[config.mk]
export PLATFORM = sky130hd
export DESIGN_NAME = usb_tx_encoder
export DESIGN_NICKNAME = d
export VERILOG_FILES = /design/src/rtl/usb_tx_encoder.sv
export SDC_FILE = /design/constraint.sdc
export NUM_CORES = 1
export LEC_CHECK = 0
export CAP_MARGIN = 20
export CORE_MARGIN = 2
export CORE_UTILIZATION = 30
export DETAILED_ROUTE_END_ITERATION = 10
export PLACE_DENSITY = 0.46
export SLEW_MARGIN = 30
export SYNTH_ARGS = -nofsm -noshare
export SYNTH_HDL_FRONTEND = slang
export SYNTH_SLANG_ARGS = --single-unit
[constraint.sdc]
create_clock -name clk -period 4.5 [get_ports clk]
set_input_delay 0.675 -clock clk [delete_from_list [all_inputs] [get_ports clk]]
set_output_delay 0.675 -clock clk [all_outputs]
set_load 0.03 [all_outputs]
[src/rtl/usb_tx_encoder.sv]
// usb_tx_encoder: full-speed USB transmitter with SYNC, bit stuffing, NRZI and EOP
module usb_tx_encoder #(
  parameter int CLKS_PER_BIT = 4,
  parameter int STUFF_LEN = 6
) (
  input  logic       clk,
  input  logic       rst,
  input  logic [7:0] tx_data,
  input  logic       tx_valid,
  input  logic       tx_last,
  output logic       tx_ready,
  output logic       d_plus,
  output logic       d_minus,
  output logic       tx_busy,
  output logic       tx_done,
  output logic       tx_underrun
);
  localparam int CW = $clog2(CLKS_PER_BIT + 1);
  localparam int OW = $clog2(STUFF_LEN + 1);
  typedef enum logic [2:0] {IDLE, SYNC, DATA, STUFF, EOP_SE0, EOP_J} state_t;
  state_t state, state_n;
  logic [CW-1:0] cnt;
  logic [OW-1:0] ones;
  logic [2:0] idx, idx_n;
  logic [7:0] hold, sr, next_byte;
  logic hold_full, hold_last, cur_last, lvl;
  logic wrap, hs, have_next, next_last, byte_end, launch, nb, load, under;
  assign wrap = cnt == CW'(CLKS_PER_BIT - 1);
  assign hs = tx_valid && tx_ready;
  assign have_next = hold_full || hs;
  assign next_byte = hold_full ? hold : tx_data;
  assign next_last = hold_full ? hold_last : tx_last;
  assign byte_end = idx == 3'd7 && (state == STUFF || (state == DATA && ones != OW'(STUFF_LEN)));
  assign tx_ready = !hold_full && !cur_last && state != EOP_SE0 && state != EOP_J;
  assign tx_busy = state != IDLE;
  assign d_plus = state != EOP_SE0 && lvl;
  assign d_minus = state != EOP_SE0 && !lvl;
  // pick the next line symbol at each bit boundary; a 0 value toggles the NRZI level
  always_comb begin
    state_n = state;
    idx_n = idx;
    launch = 1'b0;
    nb = 1'b0;
    load = 1'b0;
    under = 1'b0;
    if (state == IDLE) begin
      if (hs) begin
        state_n = SYNC;
        idx_n = 3'd0;
        launch = 1'b1;
      end
    end else if (wrap) begin
      if (byte_end) begin
        if (!cur_last && have_next) begin
          state_n = DATA;
          idx_n = 3'd0;
          launch = 1'b1;
          nb = next_byte[0];
          load = 1'b1;
        end else begin
          state_n = EOP_SE0;
          idx_n = 3'd0;
          under = !cur_last;
        end
      end else begin
        case (state)
          SYNC: begin
            launch = 1'b1;
            if (idx == 3'd7) begin
              state_n = DATA;
              idx_n = 3'd0;
              nb = next_byte[0];
              load = 1'b1;
            end else begin
              idx_n = idx + 3'd1;
              nb = idx == 3'd6;
            end
          end
          DATA: begin
            launch = 1'b1;
            if (ones == OW'(STUFF_LEN)) state_n = STUFF;
            else begin
              idx_n = idx + 3'd1;
              nb = sr[idx + 3'd1];
            end
          end
          STUFF: begin
            state_n = DATA;
            idx_n = idx + 3'd1;
            launch = 1'b1;
            nb = sr[idx + 3'd1];
          end
          EOP_SE0: begin
            idx_n = 3'd1;
            state_n = idx == 3'd1 ? EOP_J : EOP_SE0;
          end
          default: state_n = IDLE;
        endcase
      end
    end
  end
  // state, bit timer, NRZI level, ones counter and the two byte registers
  always_ff @(posedge clk) begin
    if (rst) begin
      state <= IDLE;
      cnt <= '0;
      idx <= '0;
      ones <= '0;
      lvl <= 1'b1;
      hold_full <= 1'b0;
      cur_last <= 1'b0;
      tx_done <= 1'b0;
      tx_underrun <= 1'b0;
    end else begin
      state <= state_n;
      idx <= idx_n;
      cnt <= (state == IDLE || wrap) ? '0 : cnt + 1'b1;
      lvl <= state_n == EOP_J ? 1'b1 : (launch && !nb) ? !lvl : lvl;
      if (launch) ones <= nb ? ones + 1'b1 : '0;
      hold_full <= hold_full ? !load : hs && !load;
      if (load) cur_last <= next_last;
      else if (state_n == IDLE) cur_last <= 1'b0;
      tx_done <= state == EOP_J && wrap;
      tx_underrun <= under;
    end
  end
  // data registers need no reset; their contents are qualified by hold_full and state
  always_ff @(posedge clk) begin
    if (hs) begin
      hold <= tx_data;
      hold_last <= tx_last;
    end
    if (load) sr <= next_byte;
  end
endmodule

==> flow_metrics.tcl <==
set metrics [dict create \
    ys_types 47 \
    cts_buffer_depth 2 \
    relSlewSlack 0.5212 \
    cts_setup_buffers 0 \
    grt_pass1_wl_mm 5.947 \
    cts-root-buf "clkbuf_8" \
    critical_path_arrival_ns 2.18 \
    avgSynthCellArea_um2 11.50 \
    coreArea_um2 5851 \
    overflow 0 \
    crit_type "reg2out" \
    final_cell_area_um2 2121 \
    worst_ep_required_time_ns 3.83 \
    dp_cells 241 \
    vias_per_cell 4.980 \
    finalSetupViolCount 0 \
    die_area_um2 6615 \
    synth_cells 156 \
    io_pins 18 \
    fin_tns_setup_ns 0 \
    synth_area_um2 1794 \
    ant_nets 0 \
    area_growth_pct 18.20 \
    initialDrtViolationCount 55 \
    post-dp-hpwl_mm 2.610 \
    finalCritPeriodShare 0.6346 \
    die_x_um 81.34 \
    clock-sinks 34 \
    antenna_found_initial 0 \
    synth-seq-cells 34 \
    gp_congestion 0.8205 \
    grt_usage 0.1206 \
    syn_nets 176 \
    report.final.slew_viol_count 0 \
    ys_seq_area_frac 0.4742 \
    leakagePower_nw 0.7311 \
    clock-skew-final_ns 0.004678 \
    cp-start-kind "flip-flop" \
    final_layout_size_suffix_gt1_frac 0.1782 \
    ir_worst_vdd_mv 0.1513 \
    status "finished, final reports clean" \
    worst_pin_slew_ns 0.7160 \
    finalNetCount 193 \
    grt_max_degree 19 \
    numCtsBuffers 5 \
    wirelength_mm 3.522 \
    postCtsHoldBufs 0 \
    period_needed_ns 2.856 \
    fmax_ghz 0.3502 \
    grt_setup_unrepaired "no" \
    cts_tree "done" \
    layout_common_cells "19 x nor2_1, 17 x dfxtp_1, 17 x edfxtp_1, 17 x clkdlybuf4s50_1" \
    mostFrequentLayoutCell "nor2_1" \
    first_pass_iters 4 \
    clkLatencyLatePin_ns 0.29 \
    io_buffers 17 \
    p_per_area_nw_per_um2 334.4 \
    critPathCaptureType "output port" \
    rows 28 \
    drv_cap 0 \
    drc 0 \
    num_vias 1240 \
    wl_per_cell_um 14.14 \
    grt_pass1_vias 1194 \
    n_antenna_cell 0 \
    finalNonFillerCells 249 \
    place_area_um2 2011 \
    cts_max_level 2 \
    yosysWarnings 0 \
    cp_max_fo 15 \
    path_clk_slew_ns 0.07 \
    start_util 0.3067 \
    die_h_um 81.34 \
    cts.repair.resized 0 \
    min_path_type "reg2reg" \
    hold_violations 0 \
]
## critical path: stages, from the launching register on
cell	delay (ns)
dfxtp_1	0.67
nand2b_1	0.26
nor3b_1	0.25
clkdlybuf4s50_1	0.71
## Yosys cell counts (all sizes together)
| cell type | instances | area (um2) |
|---|---|---|
| nor2 | 19 | 71.32 |
| dfxtp | 17 | 340.3 |
| edfxtp | 17 | 510.5 |
| a21oi | 8 | 43.79 |
| ha | 8 | 100.1 |
| mux2 | 8 | 90.09 |
| nand2 | 7 | 26.28 |
| inv | 6 | 22.52 |
| nor3 | 6 | 46.30 |
| o21ai | 6 | 30.02 |
| buf | 5 | 40.04 |
| mux2i | 5 | 50.05 |
| nor3b | 5 | 37.54 |
| a2111oi | 4 | 72.57 |
| and2 | 3 | 20.02 |
| nand3b | 3 | 22.52 |
| nor2b | 3 | 18.77 |
| nor4 | 3 | 18.77 |
| clkbuf | 2 | 7.510 |
| mux4 | 2 | 45.04 |
| nand2b | 2 | 12.51 |
| nor4b | 2 | 32.53 |
| a2111o | 1 | 11.26 |
| a21o | 1 | 7.510 |
| a22o | 1 | 8.760 |
| a2bb2oi | 1 | 8.760 |
| and3 | 1 | 7.510 |
| and3b | 1 | 10.01 |
| and4 | 1 | 8.760 |
| nand4 | 1 | 6.260 |
| nand4b | 1 | 8.760 |
| o221ai | 1 | 15.01 |
| or2 | 1 | 6.260 |
| or3b | 1 | 8.760 |
| or4b | 1 | 10.01 |
| xnor2 | 1 | 8.760 |
| xor2 | 1 | 8.760 |
## power breakdown
part | switching, mW | total, mW | internal [mW]
registers | 0.0112 | 0.348 | 0.337
clock network | 0.114 | 0.279 | 0.165
logic | 0.0422 | 0.0824 | 0.0402
## registers in the layout, indices dropped and copies added (netlist names)
register and flops:
cnt 3, lvl 1, hold 8, hold_last 1, hold_full 1, ones 3, state 3, idx 3
tx_underrun 1, cur_last 1, sr 8, tx_done 1
## cells by family (layout without fill, tap and decap cells)
kind of cell    Yosys count  after routing  share of synthesized area
compound gates           23             23                     0.1102
xor+xnor                  2              2                   0.009765
fa+ha+maj                 8              8                    0.05579
buf+inv                  13             31                    0.03905
flops                    34             34                     0.4742
mux                      15             15                     0.1032
simple gates             61             61                     0.2078
## layer usage
| metal | GRT usage | up-vias | part of all wire |
|---|---|---|---|
| met5 | 0 | - | 0 |
| met4 | 0.04237 | 0 | 0.014 |
| met3 | 0.04222 | 6 | 0.054 |
| met2 | 0.1877 | 29 | 0.47 |
| met1 | 0.1548 | 598 | 0.46 |
| li1 | - | 607 | - |
## through the flow
stage	utilization	setup slack [ns]	hold slack (ns)	power [mW]
2_1_floorplan	-	2.335	0.4067	0.4104
3_5_place_dp	0.3437	1.715	0.4308	0.4386
4_1_cts	0.3625	1.618	0.4418	0.7213
6_report	0.3625	1.644	0.4386	0.7091
5_1_grt	0.3625	1.465	0.4735	0.7460
3_3_place_gp	0.3437	1.765	0.4147	0.4379
## final cells by class
cell class | instances | area, um2
Multi-Input combinational cell | 109 | 873.3
Inverter | 6 | 22.52
Sequential cell | 34 | 850.8
Timing Repair Buffer | 17 | 170.2
Tap cell | 75 | 93.84
Clock buffer | 6 | 72.57
Clock inverter | 2 | 37.54
Fill cell | 578 | 3730
## worst paths after layout
path	to	slack, ns	cells past startpoint	startpoint
hold / removal	cnt[0]$_SDFF_PP0_	0.44	1	cnt[0]$_SDFF_PP0_
setup / recovery	tx_ready	1.64	3	state[1]$_SDFF_PP0_
setup reg to reg	cur_last$_SDFFE_PP0P_	1.92	8	cnt[0]$_SDFF_PP0_
hold reg to reg	cnt[0]$_SDFF_PP0_	0.44	1	cnt[0]$_SDFF_PP0_
No activity file was read; power rests on OpenSTA's default activity.
